[src/rtl/frame_dump_ctrl.sv]
// frame_dump_ctrl: arms on start, captures one frame into the pixel buffer,
// then replays the buffer byte by byte into the UART transmitter.
module frame_dump_ctrl #(
    parameter int H_ACTIVE   = 640,
    parameter int V_ACTIVE   = 480,
    parameter int ADDR_W     = 19,
    parameter int GAP_CYCLES = 16
) (
    input  logic              clk,
    input  logic              resetn,
    input  logic              start,
    input  logic              abort,
    input  logic              frame_start,
    input  logic              frame_end,
    input  logic              pixel_valid,
    input  logic [7:0]        pixel_data,
    output logic              buf_we,
    output logic [ADDR_W-1:0] buf_waddr,
    output logic [7:0]        buf_wdata,
    output logic [ADDR_W-1:0] buf_raddr,
    input  logic [7:0]        buf_rdata,
    output logic              uart_we,
    output logic [7:0]        uart_data,
    input  logic              uart_busy,
    output logic              busy,
    output logic              done,
    output logic              short_frame
);

    localparam int GAP_W = (GAP_CYCLES < 2) ? 1 : $clog2(GAP_CYCLES + 1);

    localparam logic [ADDR_W:0]   TOTAL     = (ADDR_W+1)'(H_ACTIVE * V_ACTIVE);
    localparam logic [ADDR_W-1:0] LAST_ADDR = ADDR_W'(H_ACTIVE * V_ACTIVE - 1);
    localparam logic [GAP_W-1:0]  GAP_LOAD  = GAP_W'(GAP_CYCLES);
    localparam logic [GAP_W-1:0]  GAP_ONE   = GAP_W'(1);

    localparam logic [2:0] S_IDLE    = 3'd0;
    localparam logic [2:0] S_WAIT_FS = 3'd1;
    localparam logic [2:0] S_CAPTURE = 3'd2;
    localparam logic [2:0] S_RD_ADDR = 3'd3;
    localparam logic [2:0] S_RD_WAIT = 3'd4;
    localparam logic [2:0] S_SEND    = 3'd5;
    localparam logic [2:0] S_GAP     = 3'd6;
    localparam logic [2:0] S_DONE    = 3'd7;

    logic [2:0]        state;
    logic [2:0]        state_n;
    logic [ADDR_W-1:0] wcount;
    logic [ADDR_W-1:0] rcount;
    logic [ADDR_W:0]   len;
    logic [GAP_W-1:0]  gap;
    logic              last_byte;
    logic              cap_full;
    logic              wc_zero;

    assign cap_full = pixel_valid && (wcount == LAST_ADDR);
    assign wc_zero  = (wcount == '0);

    always_comb begin
        state_n = state;
        if (abort) begin
            state_n = S_IDLE;
        end else begin
            case (state)
                S_IDLE, S_DONE: begin
                    if (start) state_n = S_WAIT_FS;
                end
                S_WAIT_FS: begin
                    if (frame_start) state_n = S_CAPTURE;
                end
                S_CAPTURE: begin
                    if (cap_full) begin
                        state_n = S_RD_ADDR;
                    end else if (frame_end) begin
                        state_n = (pixel_valid || !wc_zero) ? S_RD_ADDR : S_DONE;
                    end
                end
                S_RD_ADDR: state_n = S_RD_WAIT;
                S_RD_WAIT: state_n = S_SEND;
                S_SEND: begin
                    if (!uart_busy) state_n = S_GAP;
                end
                S_GAP: begin
                    if (gap == GAP_ONE) state_n = last_byte ? S_DONE : S_RD_ADDR;
                end
                default: state_n = S_IDLE;
            endcase
        end
    end

    always_ff @(posedge clk or negedge resetn) begin
        if (!resetn) begin
            state       <= S_IDLE;
            wcount      <= '0;
            rcount      <= '0;
            len         <= '0;
            gap         <= '0;
            last_byte   <= 1'b0;
            buf_we      <= 1'b0;
            buf_waddr   <= '0;
            buf_wdata   <= '0;
            buf_raddr   <= '0;
            uart_we     <= 1'b0;
            uart_data   <= '0;
            busy        <= 1'b0;
            done        <= 1'b0;
            short_frame <= 1'b0;
        end else begin
            state   <= state_n;
            busy    <= (state_n != S_IDLE) && (state_n != S_DONE);
            done    <= (state_n == S_DONE);
            buf_we  <= 1'b0;
            uart_we <= 1'b0;
            if (!abort) begin
                case (state)
                    S_IDLE, S_DONE: begin
                        if (start) begin
                            wcount      <= '0;
                            rcount      <= '0;
                            len         <= '0;
                            short_frame <= 1'b0;
                        end
                    end
                    S_CAPTURE: begin
                        if (pixel_valid) begin
                            buf_we    <= 1'b1;
                            buf_waddr <= wcount;
                            buf_wdata <= pixel_data;
                        end
                        // the final write never bumps wcount, so it cannot wrap
                        if (cap_full) begin
                            len <= TOTAL;
                        end else begin
                            if (pixel_valid) wcount <= wcount + ADDR_W'(1);
                            if (frame_end) begin
                                short_frame <= 1'b1;
                                len <= {1'b0, wcount} + {{ADDR_W{1'b0}}, pixel_valid};
                            end
                        end
                    end
                    S_RD_ADDR: begin
                        buf_raddr <= rcount;
                    end
                    S_SEND: begin
                        if (!uart_busy) begin
                            uart_we   <= 1'b1;
                            uart_data <= buf_rdata;
                            rcount    <= rcount + ADDR_W'(1);
                            gap       <= GAP_LOAD;
                            last_byte <= (({1'b0, rcount} + (ADDR_W+1)'(1)) == len);
                        end
                    end
                    S_GAP: begin
                        gap <= gap - GAP_ONE;
                    end
                    default: ;
                endcase
            end
        end
    end

endmodule

[config.mk]
export PLATFORM = sky130hd
export DESIGN_NAME = frame_dump_ctrl
export DESIGN_NICKNAME = d
export VERILOG_FILES = /design/src/rtl/frame_dump_ctrl.sv
export SDC_FILE = /design/constraint.sdc
export NUM_CORES = 1
export LEC_CHECK = 0
export BUFFER_PORTS_ARGS = -buffer_cell sky130_fd_sc_hd__buf_2
export CORE_MARGIN = 2
export CORE_UTILIZATION = 40
export DETAILED_ROUTE_END_ITERATION = 12
export GPL_ROUTABILITY_DRIVEN = 0
export PLACE_DENSITY = 0.7
export SLEW_MARGIN = 25
export SYNTH_ARGS = -nofsm -noshare
export SYNTH_HDL_FRONTEND = slang
export SYNTH_SLANG_ARGS = --single-unit
export TNS_END_PERCENT = 100
[constraint.sdc]
create_clock -name clk -period 2.95 [get_ports clk]
set_clock_uncertainty 0.2 [all_clocks]
set_input_delay 0.1475 -clock clk [delete_from_list [all_inputs] [get_ports clk]]
set_output_delay 0.1475 -clock clk [all_outputs]
set_load 0.03 [all_outputs]
==> metrics.md, run 1 <==
| Metric | Value |
|---|---|
| Async SR Flop Fraction | 100.0% |
| Total track usage | a little under a fifth |
| Synth Flop Type | dfrtp_1 |
| ANT cells | 0 |
| CTS buffer count | 17 |
| Vias in the first global route | 5136 |
| Period utilization | 90.33% |
| I/O pin count | 83 |
| Switching power share of the total | 26.75% |
| Leading cell type in the layout, fill and taps excluded | dfrtp_1 |
| Die ar. | 0.01741 sq mm |
| Clock buffer depth | 2 |
| Die Span Y | between 100 and 150 um |
| Maximum VDD drop | around 0.00051 V |
| Via density | 5.327 |
| DP HPWL | 10680 um |
| Most frequent cells in the layout | dfrtp_1 (126), nand2_1 (109), buf_2 (81) |
| Via count | between 5000 and 6000 |
| Largest net degree at the start of global routing | 53 |
| Layout cells sized above 1 | 23.83% |
| CP endpoint kind | flip-flop |
| Number of flops mapped to enable cells by yosys | 0 |
| P_leak | 3.847 nW |
| Iteration-0 DRC Markers | 282 |
| Worst EP required | 3.08 ns |
| Setup TNS Final | 0 ns |
| Total wire length | 15730 um |
| Clock latency on the worst-skew pair | 0.42 ns |
| CTS clk-pin slew, worst paths | 0.06 ns |
| Horiz. Die Dim | around 130 um |
| Synth Area in Compound Gates | 11.91% |
| Post-synth top area cell | dfrtp_1 |
| Root buffer cell | clkbuf_16 |
| FMAX | approximately 380 MHz |
| Area growth syn-to-layout | 22.51% |
| Outcome | finished clean |
| First-pass GRT wire length | 26480 um |
| Synth Warn # | 0 |
| Final nets | 807 |
| Distinct cells, synth | 63 |
| H-tree Lvls | 4 |
| Final hold vios | 0 |
| DR pass1 iterations | 6 |
| Total core area | 0.01594 sq mm |
| CTS tree | yes |
| Adder-cell share of the synthesized area | 1.338% |
| Fillers | around 1500 |
| Worst Hold Class | in -> reg |
| Drt drc | 0 |
| Yosys reg bits | 126 |
| Max-Cap Viols | 0 |
| Worst Path Max Fanout | 7 |
| Worst Path Arrival | 2.80 ns |
| Area share of the largest cell type after synthesis | slightly below 50% |
| Startpoint types | flip-flop |
| Synth Area in XOR/XNOR | under 10% |
| Antenna violations before repair | 0 |
| Mean area per synthesized cell | 9.572 sq um |
| Slew @ Worst Pin | 0.7090 ns |
| Mapped Area | 0.006548 sq mm |
| Setup WS post-layout | 0.2853 ns |
| Net Switching | 0.001244 W |
| Post-layout min period | 2.665 ns |
| Comb pwr share | 13.1% |
| Post-route ant nets | 0 |
| Cell Int Power | 0.003405 W |
| Worst slew margin | 52.74% |
| Ranking of synthesized cells by area | dfrtp_1 (48%), mux2_2 (6.4%), nand2_1 (6.2%) |
| Row cnt | 46 |
| CP Class | reg -> reg |
| Clock sink count | 126 |
| Buffers on Ports | 82 |
| Worst Setup Slack post-DPL | 0.2589 ns |
| P per Cell Area | 579.5 mW/mm^2 |
| Drt wl/cell | between 15 and 20 um |
| Final setup violating endpoints | 0 |
| Max-slew violation count | 0 |
| Gr ovfl total | 0 |
| Initial Util | 41.07% |
| Clock power share | 45.6% |
| Reg power frac | 41.2% |
| Post-synthesis mux area share | 6.363% |
| Setup repair bufs after CTS | 0 |
| Unrepaired setup endpoints after global routing | no |
| Post-synthesis cell count | between 600 and 700 |
| Syn_nets | just over 700 |
| Largest family of logic cells by synthesized area | simple AND/OR/NAND/NOR gates |
| Post-Synth Simple-Gate Area | 21.27% |
| Post-synthesis sequential area ratio | between 40% and 50% |
-- cell families after synthesis --
| kind of cell | count (synthesis) |
|---|---|
| fa+ha+maj | 7 |
| xor+xnor | 53 |
| compound gates | 122 |
| mux | 37 |
| flops | 126 |
| buf+inv | 63 |
| simple gates | 276 |
-- per-stage QoR --
| stage | util [%] | total power [W] | hold WS, ns | instances | instance area, sq um |
|---|---|---|---|---|---|
| after detailed placement | 45.23 | 0.002533 | 0.03649 | 952 | 7211 |
| after floorplan | - | 0.002311 | -0.3481 | 684 | 6548 |
| final | 50.31 | 0.004648 | 0.009862 | 1005 | 8021 |
| after global routing | 50.31 | 0.004855 | 0.05389 | 1005 | 8021 |
| after global placement | 45.23 | 0.002524 | 0.03286 | 952 | 7211 |
| after CTS | 50.31 | 0.004691 | 0.003319 | 1005 | 8021 |
-- final timing paths --
check	start	end	slack [ns]	depth (start not counted)
min in group asynchronous	resetn	buf_raddr[7]	0.11	2
max reg2reg	rcount[0]	last_byte	0.29	7
min reg2reg	uart_data[5]	uart_data[5]	0.27	2
min	frame_end	short_frame	0.01	4
max in group asynchronous	resetn	len[8]	1.68	3
max	rcount[0]	last_byte	0.29	7
-- final cells by class --
type	instances	area [sq um]	share of cell area (%)
sequential	126	3153	39.31
clock inverter	11	140.1	1.747
clock buffer	21	460.4	5.740
inverter	13	48.80	0.6083
timing repair buffer	123	785.8	9.796
tap	216	270.3	3.369
multi-input combinational	495	3163	39.43
-- critical path: stages, from the launching register on --
cell	delay [ns]
dfrtp_1	0.44
ha_1	0.31
nand2_1	0.17
nor4_2	0.50
o31ai_1	0.15
a2111oi_0	0.43
nand4_1	0.17
o31ai_2	0.20
-- layer usage --
layer | wire length [um] | global-route usage [%] | vias up
li1 | - | - | 2601
met1 | 7386 | 25.69 | 2564
met2 | 7343 | 29.57 | 163
met3 | 752 | 4.575 | 26
met4 | 244 | 4.952 | 0
met5 | 0 | 0 | -
-- state kept, by name, indices dropped and copies added (netlist names) --
signal / cells
gap: 5
len: 20
uart_we: 1
uart_data: 8
state: 3
buf_we: 1
busy: 1
short_frame: 1
wcount: 19
rcount: 19
buf_waddr: 19
buf_wdata: 8
done: 1
last_byte: 1
buf_raddr: 19
-- cells in the mapped netlist (14+ instances only) --
library cell and instances:
dfrtp_1 126, nand2_1 109, nor2_1 48, o21ai_0 47
clkbuf_1 37, mux2_2 37, xor2_1 30, o31ai_1 24
xnor2_1 23, nand4_1 22, nand3_1 21, a21oi_1 14
-- power groups by stage --
stage | registers (W) | logic [W] | clock network [W]
after floorplan | 0.00208 | 0.000227 | 0
after global placement | 0.00194 | 0.000585 | 0
after detailed placement | 0.00194 | 0.000595 | 0
after CTS | 0.00191 | 0.000617 | 0.00216
after global routing | 0.00193 | 0.000670 | 0.00225
final | 0.00192 | 0.000611 | 0.00212
-- repair_timing --
action / in CTS / in global routing
hold buffers: 21 / 0
gates resized for setup: 0 / 0
endpoints found under the hold margin: 70 / 0
endpoints found under the setup margin: 0 / 0
Power figures use the tool's default switching activity.
==> run 2: changes to the inputs <==
--- a/config.mk
+++ b/config.mk
@@ -6,6 +6,7 @@
 export NUM_CORES = 1
 export LEC_CHECK = 0
 export BUFFER_PORTS_ARGS = -buffer_cell sky130_fd_sc_hd__buf_2
+export CORE_ASPECT_RATIO = 1.75
 export CORE_MARGIN = 2
 export CORE_UTILIZATION = 40
 export DETAILED_ROUTE_END_ITERATION = 12
==> metrics.md, run 2 (same netlist as run 1, synthesis figures left out) <==
| Metric | Value |
|---|---|
| Outcome | finished clean |
| Worst Path Arrival | 2.88 ns |
| Via density | 5.460 |
| CP Class | reg -> reg |
| CP endpoint kind | flip-flop |
| Min-delay src | frame_end |
| CP Cell Sequence | ha_1 > nand3_1 > o21ai_0 > nand4_1 > or4_1 > or4_1 > o31ai_2 |
| Final nets | about 800 |
| First-pass GRT wire length | 27170 um |
| P_leak | 3.943 nW |
| Leading cell type in the layout, fill and taps excluded | dfrtp_1 |
| I/O pin count | slightly above 80 |
| FMAX | roughly 360 MHz |
| Setup repair bufs after CTS | 0 |
| CTS clk-pin slew, worst paths | 0.06 ns |
| Total wire length | 16260 um |
| Die Span Y | about 170 um |
| Crit Reg-Reg Startpoint | rcount[0] |
| Area growth syn-to-layout | 24.65% |
| P per Cell Area | roughly 600 mW/mm^2 |
| CP max stage delay | 0.54 ns |
| CTS tree | yes |
| Final core occ | about half |
| Vias in the first global route | 5517 |
| Horiz. Die Dim | 100.7 um |
| WHS Endpoint | short_frame |
| Startpoint types | flip-flop |
| DR pass1 iterations | 4 |
| CP bufs+invs | 0 |
| Clock sink count | roughly 130 |
| Drt drc | 0 |
| CP dominant cell by count | or4_1 |
| Most flops, register | len |
| DP HPWL | 11490 um |
| Post-route ant nets | 0 |
| H-tree Lvls | 4 |
| Final setup violating endpoints | 0 |
| Final Non-Filler Cells | 989 |
| R2R cell count | 7 |
| Max reg flops | 20 |
| Reg-to-reg endpoint | last_byte |
| CP max stage cell | or4_1 |
| ANT cells | 0 |
| Row cnt | 61 |
| Slew @ Worst Pin | between 0.5 and 0.6 ns |
| Initial Util | about two fifths |
| Final hold vios | 0 |
| # resized after CTS | 0 |
| Die ar. | 0.01745 sq mm |
| Unrepaired setup endpoints after global routing | no |
| Gr ovfl total | 0 |
| Setup WS post-layout | 0.1962 ns |
| Hold buffer count at CTS | 21 |
| Design Power | 0.004935 W |
| Via count | 5400 |
| Layout cells sized above 1 | 25.12% |
| Fillers | 1444 |
| Cells after DPL | 936 |
| Buffers on Ports | 82 |
| Post-layout min period | around 2.8 ns |
| Largest net degree at the start of global routing | a little under 100 |
| Antenna violations before repair | 0 |
| Worst Setup Slack post-DPL | between 0.2 and 0.3 ns |
| Iteration-0 DRC Markers | 192 |
| Max-slew violation count | 0 |
| Most frequent cells in the layout | dfrtp_1 (126), nand2_1 (109), buf_2 (81) |
| Setup TNS Final | 0 ns |
| CP top delay family | simple AND/OR/NAND/NOR gates |
| Maximum VDD drop | 0.0004110 V |
| Total track usage | 19.41% |
| Clock latency on the worst-skew pair | 0.42 ns |
| Total core area | 0.01595 sq mm |
| Worst EP required | between 3 and 4 ns |
| Worst slew margin | 60.06% |
| Max-Cap Viols | 0 |
| Worst Path Max Fanout | 7 |
| CTS buffer count | 17 |
| Worst Hold Class | in -> reg |
| R2R setup slack | between 0.15 and 0.2 ns |
| Root buffer cell | clkbuf_16 |
| Worst hold path depth | 4 |
| Drt wl/cell | 16.44 um |
| Clock buffer depth | 2 |
| Period utilization | 93.35% |
[run 2: cell count changes in the layout (fill, tap and decap cells not counted), sizes merged]
cell,change
clkbuf,-3
clkinv,-1
clkinvlp,+1
bufinv,+3
buf,+11
[run 2: tightest hold or removal path: stages]
cell,delay (ns)
buf_2,0.16
a21o_1,0.13
a31oi_1,0.08
nor2_1,0.07
[run 2: power by group]
group	internal (W)	switching (W)	leakage, nW
Sequential	0.00184	0.0000749	1.74
Combinational	0.000204	0.000425	1.87
Clock	0.00161	0.000787	0.326
[run 2: worst max-delay path by stage]
stage                   start         to  slack [ns]  cells after the start
floorplan           rcount[0]  last_byte        0.55                      5
global placement    rcount[0]  last_byte        0.32                      7
detailed placement  rcount[0]  last_byte        0.27                      7
CTS                 rcount[0]  last_byte        0.26                      7
global route        rcount[0]  last_byte        0.11                      7
finish              rcount[0]  last_byte        0.20                      7
[run 2: stage by stage]
step | hold WS, ns | cell area, sq um
floorplan | -0.3481 | 6548
global placement | -0.1032 | 7272
detailed placement | -0.1037 | 7272
CTS | 0.00006251 | 8162
global route | 0.05301 | 8162
finish | 0.003296 | 8162
[run 2: final cells by class]
| type | count | area (sq um) | share of cell area [%] |
|---|---|---|---|
| well taps | 189 | 236.5 | 2.897 |
| multi-input cells | 495 | 3163 | 38.76 |
| inverters | 13 | 48.80 | 0.5979 |
| clock inverters | 14 | 240.2 | 2.943 |
| clock buffers | 18 | 439.2 | 5.381 |
| flip-flops and latches | 126 | 3153 | 38.63 |
| repair buffers | 134 | 880.8 | 10.79 |
[run 2: metal layers]
metal / GRT usage (%) / share of wire [%]
met2: 35.03 / 56
met1: 21.38 / 38
met3: 2.984 / 3.0
met4: 9.989 / 3.5
met5: 0 / 0
==> run 3: changes to the inputs <==
--- a/config.mk
+++ b/config.mk
@@ -5,6 +5,7 @@
 export SDC_FILE = /design/constraint.sdc
 export NUM_CORES = 1
 export LEC_CHECK = 0
+export ABC_AREA = 1
 export BUFFER_PORTS_ARGS = -buffer_cell sky130_fd_sc_hd__buf_2
 export CORE_ASPECT_RATIO = 1.75
 export CORE_MARGIN = 2
==> constraint.sdc (replaced) <==
create_clock -name clk -period 3.2 [get_ports clk]
set_clock_uncertainty 0.2 [all_clocks]
set_input_delay 0.16 -clock clk [delete_from_list [all_inputs] [get_ports clk]]
set_output_delay 0.16 -clock clk [all_outputs]
set_load 0.03 [all_outputs]
==> metrics.md, run 3 <==
| Metric | Value |
|---|---|
| Comb pwr share | 24.8% |
| CP max stage delay | 0.47 ns |
| Most flops, register | len |
| Vias in the first global route | 6123 |
| Drt wl/cell | approximately 15 um |
| Switching power share of the total | around a third |
| Setup repair bufs after CTS | 0 |
| Post-synthesis cell count | 859 |
| CP dominant cell by count | nand2_1 |
| Unrepaired setup endpoints after global routing | no |
| Worst Hold Class | in -> reg |
| Row cnt | 62 |
| Layout Cell Area excl Fill | about 0.008 sq mm |
| Post-synth top area cell | dfrtp_1 |
| Gr ovfl total | 0 |
| Synth Flop Type | dfrtp_1 |
| Number of flops mapped to enable cells by yosys | 0 |
| Clock buffer depth | 2 |
| Yosys reg bits | 126 |
| Post-synthesis sequential area ratio | 46.93% |
| Cell Int Power | about 0.0033 W |
| Largest net degree at the start of global routing | a little under 60 |
| Fillers | 1690 |
| First-pass GRT wire length | 29420 um |
| CP Class | reg -> reg |
| Post-synth top cells | nand2_1 (262), dfrtp_1 (126), inv_1 (84) |
| Final setup violating endpoints | 0 |
| Async SR Flop Fraction | 100.0% |
| Outcome | finished clean |
| Iteration-0 DRC Markers | between 300 and 400 |
| Final Non-Filler Cells | 1208 |
| Slew @ Worst Pin | 0.8716 ns |
| Clock sink count | 126 |
| Area share of the largest cell type after synthesis | 46.93% |
| Via density | 5.125 |
| Mapped Area | 0.006719 sq mm |
| Setup TNS Final | 0 ns |
| CTS clk-pin slew, worst paths | 0.06 ns |
| Drt drc | 0 |
| Maximum VDD drop | 0.0003087 V |
| Period utilization | 81.67% |
| Die Span Y | 175.5 um |
| Max-slew violation count | 0 |
| Via count | 6191 |
| Layout cells sized above 1 | 16.16% |
| Final hold vios | 0 |
| Initial Util | 40.86% |
| H-tree Lvls | 4 |
| CP top delay family | simple AND/OR/NAND/NOR gates |
| FMAX | 382.6 MHz |
| P_leak | approximately 3.8 nW |
| Final nets | 1002 |
| Worst slew margin | 41.83% |
| Antenna violations before repair | 0 |
| Worst EP required | 3.32 ns |
| Startpoint types | flip-flop |
| Distinct cells, synth | 41 |
| Clock power share | 36.2% |
| Max reg flops | 20 |
| Net Switching | 0.001773 W |
| CP max stage cell | dfrtp_1 |
| Total track usage | 20.99% |
| Buffers on Ports | 82 |
| I/O pin count | 83 |
| Mean area per synthesized cell | 7.822 sq um |
| Most common cell in the netlist | nand2_1 |
| Root buffer cell | clkbuf_16 |
| Synth Warn # | 0 |
| Worst Path Max Fanout | 13 |
| ANT cells | 0 |
| CP bufs+invs | 2 |
| P per Cell Area | approximately 600 mW/mm^2 |
| Clock latency on the worst-skew pair | 0.41 ns |
| DP HPWL | 13020 um |
| Die ar. | approximately 0.018 sq mm |
| Post-layout min period | 2.613 ns |
| Sequential Area | between 0.003 and 0.004 sq mm |
| CP Cell Sequence | ha_1 > inv_1 > nor3_1 > nand2_1 > nor2_1 > nand2_1 > inv_2 > nor2_1 > nand2_1 > o21ai_0 |
| Total core area | about 0.016 sq mm |
| Most frequent cells in the layout | nand2_1 (262), dfrtp_1 (126), inv_1 (84) |
| Post-route ant nets | 0 |
| CTS buffer count | 17 |
| Multi-input logic area | between 0.003 and 0.004 sq mm |
| Final core occ | approximately half |
| Total wire length | 17900 um |
| Cells after DPL | 1149 |
| Setup WS post-layout | 0.5866 ns |
| Ranking of synthesized cells by area | dfrtp_1 (47%), nand2_1 (15%), nand3_1 (6.2%) |
| Max-Cap Viols | 0 |
| Reg power frac | 39.0% |
| Worst Path Arrival | 2.74 ns |
| CP endpoint kind | flip-flop |
| Placed cell area | between 0.007 and 0.008 sq mm |
| Worst Setup Slack post-DPL | 0.6140 ns |
| CTS tree | yes |
| Area growth syn-to-layout | 21.71% |
| Leading cell type in the layout, fill and taps excluded | nand2_1 |
| DR pass1 iterations | 7 |
| Syn_nets | 890 |
| Horiz. Die Dim | 102.0 um |
==> run 3: cells by family after synthesis <==
family | synth area share (%)
simple gates | 31.02
flops | 46.93
compound gates | 10.52
buf+inv | 7.151
xor+xnor | 3.073
fa+ha+maj | 1.303
==> run 3: final timing paths <==
kind / cells after the start / slack (ns) / to / start
max in group asynchronous: 3 / 1.93 / rcount[18] / resetn
worst min register to register: 2 / 0.27 / uart_data[1] / uart_data[1]
worst min-delay path: 6 / 0.02 / short_frame / frame_end
worst max register to register: 10 / 0.59 / len[16] / wcount[0]
min in group asynchronous: 2 / 0.10 / buf_waddr[2] / resetn
worst max-delay path: 10 / 0.59 / len[16] / wcount[0]
==> run 3: tightest hold or removal path, cell delays in order <==
cell     delay, ns
buf_2         0.07
inv_1         0.06
nand2_2       0.11
nand3_1       0.08
nand2_1       0.06
nand2_1       0.04
==> run 3: final cells by class <==
class                   count  area share, %
repair buffers            117          9.241
multi-input cells         618          37.73
clock inverters            13          1.423
flip-flops and latches    126          38.56
clock buffers              19          5.416
inverters                  91          4.207
well taps                 224          3.427
==> run 3: metrics by stage <==
step	hold slack [ns]	total power, W
floorplan	-0.3356	0.002847
global placement	0.02194	0.003205
detailed placement	0.03568	0.003222
CTS	0.01438	0.005085
global route	0.03381	0.005296
finish	0.01956	0.005040
==> run 3: repair_timing <==
item,4_1_cts,5_1_grt
hold buffers,27,0
endpoints found under the hold margin,69,0
resized for setup,0,0
endpoints found under the setup margin,0,0
==> run 3: power by group through the flow <==
| stage | clock network (W) | logic, W | registers (W) |
|---|---|---|---|
| after floorplan | 0 | 0.000494 | 0.00235 |
| final | 0.00182 | 0.00125 | 0.00196 |
| after detailed placement | 0 | 0.00123 | 0.00199 |
| after global routing | 0.00193 | 0.00137 | 0.00200 |
| after global placement | 0 | 0.00122 | 0.00199 |
| after CTS | 0.00186 | 0.00126 | 0.00196 |
==> run 3: layer usage <==
layer / vias up / global-route usage [%] / share of wire (%)
met3: 64 / 3.780 / 3.9
met4: 0 / 12.11 / 5.5
met1: 2901 / 23.81 / 38
met5: - / 0 / 0
li1: 3035 / - / -
met2: 191 / 36.18 / 52
